## src/rtl/aes_key_expand.sv

```systemverilog
// AES-128 key schedule, one round key per next request.
// Byte-serial SubWord through a single shared S-box.
module aes_key_expand #(
    parameter int word_size  = 8,
    parameter int array_size = 16
) (
    input  logic                            clk,
    input  logic                            rst,
    input  logic                            start,
    input  logic [word_size*array_size-1:0] key_in,
    input  logic                            next,
    output logic [word_size*array_size-1:0] round_key,
    output logic [3:0]                      round_idx,
    output logic                            key_valid,
    output logic                            busy,
    output logic                            done
);

    typedef enum logic [1:0] {IDLE, HOLD, SUB, MIX} state_t;

    localparam logic [2047:0] SBOX = {
        128'h637c777bf26b6fc53001672bfed7ab76,
        128'hca82c97dfa5947f0add4a2af9ca472c0,
        128'hb7fd9326363ff7cc34a5e5f171d83115,
        128'h04c723c31896059a071280e2eb27b275,
        128'h09832c1a1b6e5aa0523bd6b329e32f84,
        128'h53d100ed20fcb15b6acbbe394a4c58cf,
        128'hd0efaafb434d338545f9027f503c9fa8,
        128'h51a3408f929d38f5bcb6da2110fff3d2,
        128'hcd0c13ec5f974417c4a77e3d645d1973,
        128'h60814fdc222a908846eeb814de5e0bdb,
        128'he0323a0a4906245cc2d3ac629195e479,
        128'he7c8376d8dd54ea96c56f4ea657aae08,
        128'hba78252e1ca6b4c6e8dd741f4bbd8b8a,
        128'h703eb5664803f60e613557b986c11d9e,
        128'he1f8981169d98e949b1e87e9ce5528df,
        128'h8ca1890dbfe6426841992d0fb054bb16
    };

    state_t      state;
    state_t      state_d;
    logic [1:0]  bc;
    logic [31:0] temp;
    logic [7:0]  sb_in;
    logic [7:0]  sb_out;
    logic [31:0] w0, w1, w2, w3;
    logic [31:0] t, n0, n1, n2, n3;
    logic        accept;

    // Byte 0 of the table sits in the top bits.
    function automatic logic [7:0] sbox(input logic [7:0] x);
        logic [10:0] p;
        p = {~x, 3'b000};
        return SBOX[p +: 8];
    endfunction

    function automatic logic [7:0] rcon(input logic [3:0] r);
        logic [7:0] c;
        unique case (r)
            4'd1:    c = 8'h01;
            4'd2:    c = 8'h02;
            4'd3:    c = 8'h04;
            4'd4:    c = 8'h08;
            4'd5:    c = 8'h10;
            4'd6:    c = 8'h20;
            4'd7:    c = 8'h40;
            4'd8:    c = 8'h80;
            4'd9:    c = 8'h1b;
            4'd10:   c = 8'h36;
            default: c = 8'h00;
        endcase
        return c;
    endfunction

    assign w0 = round_key[127:96];
    assign w1 = round_key[95:64];
    assign w2 = round_key[63:32];
    assign w3 = round_key[31:0];

    assign accept = (state == HOLD) && next && (round_idx != 4'd10);

    // Pick the RotWord(w3) byte for the current SubWord step.
    always_comb begin
        sb_in = w3[23:16];
        unique case (bc)
            2'd0: sb_in = w3[23:16];
            2'd1: sb_in = w3[15:8];
            2'd2: sb_in = w3[7:0];
            2'd3: sb_in = w3[31:24];
        endcase
    end

    assign sb_out = sbox(sb_in);

    assign t  = temp ^ {rcon(round_idx + 4'd1), 24'h0};
    assign n0 = w0 ^ t;
    assign n1 = w1 ^ n0;
    assign n2 = w2 ^ n1;
    assign n3 = w3 ^ n2;

    // State register.
    always_ff @(posedge clk) begin
        if (rst) state <= IDLE;
        else     state <= state_d;
    end

    // Next state; start wins over everything, aborting work.
    always_comb begin
        state_d = state;
        priority case (1'b1)
            start:                         state_d = HOLD;
            accept:                        state_d = SUB;
            (state == SUB && bc == 2'd3):  state_d = MIX;
            (state == MIX):                state_d = HOLD;
            default:                       state_d = state;
        endcase
    end

    // Round key, index, byte counter and SubWord temp.
    always_ff @(posedge clk) begin
        if (rst) begin
            round_key <= '0;
            round_idx <= 4'd0;
            bc        <= 2'd0;
            temp      <= 32'h0;
        end else if (start) begin
            round_key <= key_in;
            round_idx <= 4'd0;
            bc        <= 2'd0;
            temp      <= 32'h0;
        end else begin
            unique case (state)
                HOLD: if (accept) bc <= 2'd0;
                SUB: begin
                    unique case (bc)
                        2'd0: temp[31:24] <= sb_out;
                        2'd1: temp[23:16] <= sb_out;
                        2'd2: temp[15:8]  <= sb_out;
                        2'd3: temp[7:0]   <= sb_out;
                    endcase
                    bc <= bc + 2'd1;
                end
                MIX: begin
                    round_key <= {n0, n1, n2, n3};
                    round_idx <= round_idx + 4'd1;
                end
                default: ;
            endcase
        end
    end

    // Status decoded from the registered state.
    always_comb begin
        key_valid = (state == HOLD);
        busy      = (state == SUB) || (state == MIX);
        done      = (state == HOLD) && (round_idx == 4'd10);
    end

endmodule

```

## config.mk

```make
export PLATFORM = sky130hd
export DESIGN_NAME = aes_key_expand
export DESIGN_NICKNAME = d
export VERILOG_FILES = /design/src/rtl/aes_key_expand.sv
export SDC_FILE = /design/constraint.sdc
export NUM_CORES = 1
export LEC_CHECK = 0
export CAP_MARGIN = 20
export CORE_MARGIN = 1.5
export CORE_UTILIZATION = 52
export CTS_CLUSTER_DIAMETER = 50
export DETAILED_ROUTE_END_ITERATION = 6
export PLACE_DENSITY = 0.86
export SLEW_MARGIN = 20
export SYNTH_ARGS = -nofsm -noshare
export SYNTH_HDL_FRONTEND = slang
export SYNTH_SLANG_ARGS = --single-unit
```

## constraint.sdc

```tcl
create_clock -name clk -period 4.3 [get_ports clk]
set_input_delay 0.86 -clock clk [delete_from_list [all_inputs] [get_ports clk]]
set_output_delay 0.86 -clock clk [all_outputs]
set_load 0.005 [all_outputs]
```

# Word-level counts from Yosys, hierarchy flattened
# Memory sizes are Yosys's and may differ from the RTL's.
# Cells that the tools add are included.
dict set report classes {
  n_addsub 2
  eq_ne 9
  shift 1
  muxes 9
  bitwise 6
  n_reduce_logical 16
}
# op n
set ops {}
lappend ops {{2048-bit by 12-bit indexed part select with 8-bit output (first input constant)} 1}
lappend ops {{128-bit 2-to-1 mux} 2}
lappend ops {{32-bit XOR} 5}
lappend ops {{8-bit case mux with 4 select lines} 1}
lappend ops {{2-bit AND reduction} 5}
lappend ops {{2-bit equality test (second input constant)} 4}
lappend ops {{2-bit 2-to-1 mux} 4}
lappend ops {{8-bit inverter} 1}
lappend ops {{4-bit by 1-bit adder with 4-bit output (second input constant)} 1}
lappend ops {{2-bit by 1-bit equality test with 1-bit output (second input constant)} 2}
lappend ops {{4-bit equality test (second input constant)} 1}
lappend ops {{1-bit logical AND} 4}
lappend ops {{4-bit inequality test (second input constant)} 1}
lappend ops {{2-bit case mux with 2 select lines} 1}
lappend ops {{2-bit nonzero test} 2}
lappend ops {{4-bit nonzero test} 1}
lappend ops {{3-bit nonzero test} 1}
lappend ops {{2-bit by 1-bit adder with 2-bit output (second input constant)} 1}
lappend ops {{2-bit zero test} 1}
lappend ops {{2-bit by 1-bit inequality test with 1-bit output (second input constant)} 1}
lappend ops {{2-bit OR reduction} 1}
lappend ops {{1-bit logical OR} 1}
lappend ops {{1-bit 2-to-1 mux} 1}
dict set report word_totals {
  reg_bits 168
  rom_bits 128
  inputBits 132
  output_inout_bits 135
  elab_cells 53
  memories 1
}
# memory words width rd rd_ports_with_merged_regs write_ports line
set mem_list {}
lappend mem_list {{(name not given)} 16 8 1 0 0 59} ;# unique case (r)

# Logic depth before layout (Yosys ltp)
# An unclocked memory read counts as a cell.
dict set report depth {
  word_depth 9
  depth_mapped 18
  ltp_nobuf 14
}

# Worst setup path after synthesis
# OpenSTA, ideal clock, no wires.
dict set report synth_timing {
  path_type {register to register}
  start {register bc[0]}
  end {register temp[11]}
  arrival_ns 3.853
  required_ns 4.173
  slack_ns 0.320
  path_stages_with_launch 17
  n_path_buf 6
  period_less_slack_ns 3.980
  cell_sequence {dfxtp_1 inv_1 ha_1 buf_2 inv_2 mux2i_2 clkbuf_1 clkbuf_1 ha_1 clkbuf_1 buf_1 clkbuf_1 a21oi_1 a311oi_1 o21ai_0 o211ai_1 o21ai_1}
}
dict set report synth_via {
  elab_chain_cells 4
  elab_cells_between_ends 8
  cone_classes {eq/ne: 3; shift: 1; mux: 1; bitwise: 1; reduce/logical: 2}
}
# element line
set synth_lines {}
lappend synth_lines {{start: declaration} 42} ;# logic [1:0] bc;
lappend synth_lines {{start signal: assignment} 141} ;# bc <= bc + 2'd1;
lappend synth_lines {{2-bit equality test, or another cell as far along} 85} ;# unique case (bc)
lappend synth_lines {{8-bit case mux with 4 select lines} 85}
lappend synth_lines {{8-bit inverter} 53} ;# p = {~x, 3'b000};
lappend synth_lines {{2048-bit by 12-bit indexed part select with 8-bit output} 54} ;# return SBOX[p +: 8];
lappend synth_lines {{end signal: assignment} 138} ;# 2'd2: temp[15:8] <= sb_out;
lappend synth_lines {{end: declaration} 43} ;# logic [31:0] temp;
# Several ways; a longest one is shown, not always the timed one.
# A chain may end at the register's enable or synchronous reset.

# Worst setup path after layout
dict set report layout_timing {
  start {register bc[1]}
  end {register temp[25]}
}
dict set report layout_via {
  elab_chain_cells 4
  elab_cells_between_ends 8
  cone_classes {eq/ne: 3; shift: 1; mux: 1; bitwise: 1; reduce/logical: 2}
}
# element line
set layout_lines {}
lappend layout_lines {{2-bit equality test, or another cell as far along} 85}
lappend layout_lines {{8-bit case mux with 4 select lines} 85}
lappend layout_lines {{8-bit inverter} 53}
lappend layout_lines {{2048-bit by 12-bit indexed part select with 8-bit output} 54}
lappend layout_lines {{end signal: assignment} 136} ;# 2'd0: temp[31:24] <= sb_out;
# Several ways; a longest one is shown, not always the timed one.

==> results_tabular.tex <==
\begin{tabular}{lr}
\hline
Metric & Value \\
\hline
\multicolumn{2}{l}{\textbf{Detailed routing}} \\
Routed wl met3 & 8.15 mm \\
Initial detailed-routing violation count & between 2000 and 2500 \\
Highest metal layer used by the detailed router & met5 \\
Routed met1 length & between 20 and 25 mm \\
Total number of vias & 15200 \\
Residual DRC count & 12 \\
Overall routed net length & between 50 and 60 mm \\
Detail-routed via count per cell & 6.76 \\
Mean routed wirelength per cell & between 20 and 30 um \\
Drt pass-1 iters & 7 \\
Met2 layer wire length in the routed design & approximately 25 mm \\
Number of nets with antenna violations after routing & 0 \\
\multicolumn{2}{l}{\textbf{Hold path}} \\
Class of the tightest hold or removal check & reg2reg \\
\multicolumn{2}{l}{\textbf{Logic synthesis}} \\
Number of enable flip-flop cells after synthesis & 0 \\
Post-synth top flop & sky130\_fd\_sc\_hd\_\_dfxtp\_1 \\
Syn\_area\_per\_cell & approximately 7.3 um2 \\
Register area share after synthesis & 27.1\% \\
Synthesized flop and latch total & $\sim$170 \\
Top cells by area in the synthesized netlist & sky130\_fd\_sc\_hd\_\_dfxtp\_1, sky130\_fd\_sc\_hd\_\_a21oi\_1, sky130\_fd\_sc\_hd\_\_xor2\_1 \\
Area share of the largest cell type after synthesis & a little over a quarter \\
Post-Synthesis Net Count & 1852 \\
Proportion of register bits with asynchronous set or reset after synthesis & 0\% \\
Summed instance area of the synthesized netlist & around 12000 um2 \\
Number of synthesis warnings & 0 \\
Synth cell types & 86 \\
Post-Synthesis Cells & $\sim$1700 \\
Cell taking the most area after synthesis & sky130\_fd\_sc\_hd\_\_dfxtp\_1 \\
\multicolumn{2}{l}{\textbf{Final layout}} \\
Share of the core filled with cells & a little under 70\% \\
Fraction of layout instances using a drive strength above 1 & 7.74\% \\
Number of nets in the layout & 2064 \\
Count of fill cells added during filler insertion & between 1500 and 2000 \\
Synth-to-Final Area Change & 30.0\% \\
\multicolumn{2}{l}{\textbf{STA}} \\
Unrepaired setup endpoints after global routing & no \\
Slew headroom & about 28\% \\
Final Hold Slack & 523 ps \\
Part of the cycle the worst path needs & between 90\% and 100\% \\
Setup slack after layout & $\sim$74 ps \\
Final hold violation count & 0 \\
Min Clock Period, post-route & 4230 ps \\
Actual transition at the worst max-transition pin & between 1000 and 1500 ps \\
Skew final & about 24 ps \\
Count of final max-slew check failures & 0 \\
Total of endpoints with negative setup slack in the final report & 0 \\
Highest attainable clock frequency & around 240 MHz \\
Setup Total Neg Slack & 0 ps \\
\multicolumn{2}{l}{\textbf{Die}} \\
Die Height & 157 um \\
Starting density of the core & 52.9\% \\
Core box area & approximately 23000 um2 \\
Placement Rows & 56 \\
Overall die area & 24800 um2 \\
Io pins & between 200 and 300 \\
DIE WIDTH & between 150 and 200 um \\
\multicolumn{2}{l}{\textbf{Global routing}} \\
Overflow left after global routing & 0 \\
Aggregate global-route resource usage & approximately 46\% \\
Via count of the first global-routing pass & about 14000 \\
Antenna violations before repair & 4 \\
Pin count of the biggest net entering global routing & 210 \\
Global-route wire length before repair & roughly 85 mm \\
\multicolumn{2}{l}{\textbf{Clocking}} \\
Maximum count of clock buffers along a single path & 2 \\
Hold-fix buffer count after cts & 0 \\
CTS tree & yes \\
H-tree lvl count & 4 \\
Clock sinks & 168 \\
Clock Latency Late Sink & around 450 ps \\
CTS Buf Count & 17 \\
Clock Tree Root & sky130\_fd\_sc\_hd\_\_clkbuf\_16 \\
Clock-pin transition on the worst setup and hold timing paths & 80 ps \\
\multicolumn{2}{l}{\textbf{Placement}} \\
Placed wire-length estimate & 40.7 mm \\
Total of buffers placed on input and output ports & about 270 \\
Worst slack at placement & $\sim$520 ps \\
RD Place Congestion & between 1 and 1.5 \\
\multicolumn{2}{l}{\textbf{Critical path}} \\
Startpoint kind of the worst setup timing path & flip-flop \\
Maximum fanout encountered on the critical timing path & 12 \\
WS Path Type & reg2reg \\
Required time at the worst-slack endpoint & $\sim$4600 ps \\
Arr. time, crit path & roughly 4500 ps \\
CP endpoint kind & flip-flop \\
\multicolumn{2}{l}{\textbf{Flow run}} \\
Max Cap Viol & 0 \\
\multicolumn{2}{l}{\textbf{Power}} \\
Power density cells & approximately 290 nW/um2 \\
Share of power burned in registers & between 30\% and 40\% \\
Peak ir drop on the vdd network & 0.252 mV \\
Static Leakage & about 0.0058 uW \\
Internal & around 3000 uW \\
Net switching fraction of the power & between 30\% and 40\% \\
Clock network fraction of total power & about 34\% \\
Share of power burned in combinational logic & between 20\% and 30\% \\
Total net switching power & 1650 uW \\
\multicolumn{2}{l}{\textbf{Outcome}} \\
Violations in the final reports & design-rule violations \\
Status & finished, violations left \\
\hline
\end{tabular}
## through the flow
| step | std cells | instance area (um2) | power, uW |
|---|---|---|---|
| 2_1_floorplan | 1699 | 12400 | 2390 |
| 3_3_place_gp | 2211 | 15500 | 3000 |
| 3_5_place_dp | 2211 | 15500 | 3000 |
| 4_1_cts | 2243 | 16100 | 4540 |
| 5_1_grt | 2244 | 16100 | 4750 |
| 6_report | 2244 | 16100 | 4630 |
## synth_stat cells, drive strengths merged (7+ instances only)
cell type  instances
a211oi            45
a21o               7
a21oi            234
a221oi            18
a222oi             8
a311oi            12
a31oi             16
a32oi              7
and3               9
buf               51
clkbuf            96
dfxtp            168
ha                21
inv               24
mux2i             17
nand2            143
nand3             29
nor2             245
nor3              22
o211ai            24
o21a               9
o21ai            138
o221ai            11
o22ai              9
o311ai             8
or3               57
xnor2             63
xor2             108
## layout by cell type, fill, tap and decap left out, types with 10 or more instances in the layout
cell type / count
sky130_fd_sc_hd__a211oi_1: 42
sky130_fd_sc_hd__a21oi_1: 232
sky130_fd_sc_hd__a221oi_1: 16
sky130_fd_sc_hd__a311oi_1: 11
sky130_fd_sc_hd__a31oi_1: 15
sky130_fd_sc_hd__buf_4: 69
sky130_fd_sc_hd__clkbuf_16: 17
sky130_fd_sc_hd__clkdlybuf4s50_1: 264
sky130_fd_sc_hd__dfxtp_1: 168
sky130_fd_sc_hd__ha_1: 21
sky130_fd_sc_hd__inv_1: 22
sky130_fd_sc_hd__mux2i_1: 12
sky130_fd_sc_hd__nand2_1: 141
sky130_fd_sc_hd__nand3_1: 29
sky130_fd_sc_hd__nor2_1: 240
sky130_fd_sc_hd__nor3_1: 20
sky130_fd_sc_hd__o211ai_1: 24
sky130_fd_sc_hd__o21ai_0: 122
sky130_fd_sc_hd__o21ai_1: 16
sky130_fd_sc_hd__o221ai_1: 10
sky130_fd_sc_hd__or3_1: 57
sky130_fd_sc_hd__xnor2_1: 62
sky130_fd_sc_hd__xor2_1: 107
## critical path, stage by stage (launching register included)
cell and delay [ps]:
sky130_fd_sc_hd__dfxtp_1 380, sky130_fd_sc_hd__inv_1 100, sky130_fd_sc_hd__ha_1 320, sky130_fd_sc_hd__a222oi_1 560, sky130_fd_sc_hd__mux2_2 300, sky130_fd_sc_hd__buf_4 220
sky130_fd_sc_hd__ha_1 600, sky130_fd_sc_hd__nor2_1 230, sky130_fd_sc_hd__o21ai_0 260, sky130_fd_sc_hd__o2111ai_1 190, sky130_fd_sc_hd__a211o_1 370, sky130_fd_sc_hd__a21oi_2 400
sky130_fd_sc_hd__a21oi_1 150
## repair_timing
action | in CTS | in global routing
setup buffers | 0 | 0
gates resized for setup | 0 | 1
endpoints found under the setup margin | 0 | 4
## metal layers
metal / up-vias / GRT usage (%)
met2: 1250 / 69.0
li1: 6527 / -
met5: - / 0
met4: 4 / 28.6
met1: 7058 / 54.4
met3: 322 / 19.6
## worst paths after layout
path         cells after the start          startpoint               endpoint  slack, ps
max reg2reg                     12  bc[1]$_SDFFE_PP0P_  temp[25]$_SDFFE_PP0P_         70
max                             12  bc[1]$_SDFFE_PP0P_  temp[25]$_SDFFE_PP0P_         70
min reg2reg                      2  bc[1]$_SDFFE_PP0P_     bc[1]$_SDFFE_PP0P_        520
min                              2  bc[1]$_SDFFE_PP0P_     bc[1]$_SDFFE_PP0P_        520
## power groups by stage
stage / registers [uW] / clock network (uW) / logic (uW)
after global placement: 1750 / 0 / 1250
after global routing: 1740 / 1630 / 1380
after floorplan: 1740 / 0 / 653
after detailed placement: 1760 / 0 / 1240
final: 1730 / 1570 / 1330
after CTS: 1720 / 1560 / 1260
## sequential cells by signal, summed over array words and instances (netlist names)
signal	flops
round_idx	4
bc	2
round_key	128
temp	32
state	2
## logic make-up (layout without fill, tap and decap cells)
family	after synthesis	count (layout)	share of synthesized area [%]
AOI/OAI and AO/OA	605	605	31.0
and+or+nand+nor	537	537	19.2
xor gates and xnor gates	174	174	12.8
buffers and inverters	171	396	5.85
DFF	168	168	27.1
muxes	23	23	1.95
adders and majority gates	21	21	2.12
other	0	1	0
## area by class of cell
type	instances	area [um2]	share of cell area [%]
inverters	24	90.1	0.560
flip-flops and latches	168	3360	20.9
multi-input cells	1360	8360	51.9
repair buffers	340	3290	20.4
well taps	319	399	2.48
clock buffers	18	439	2.73
clock inverters	14	151	0.940
diodes	1	2.50	0.0155
Power figures use the tool's default switching activity.
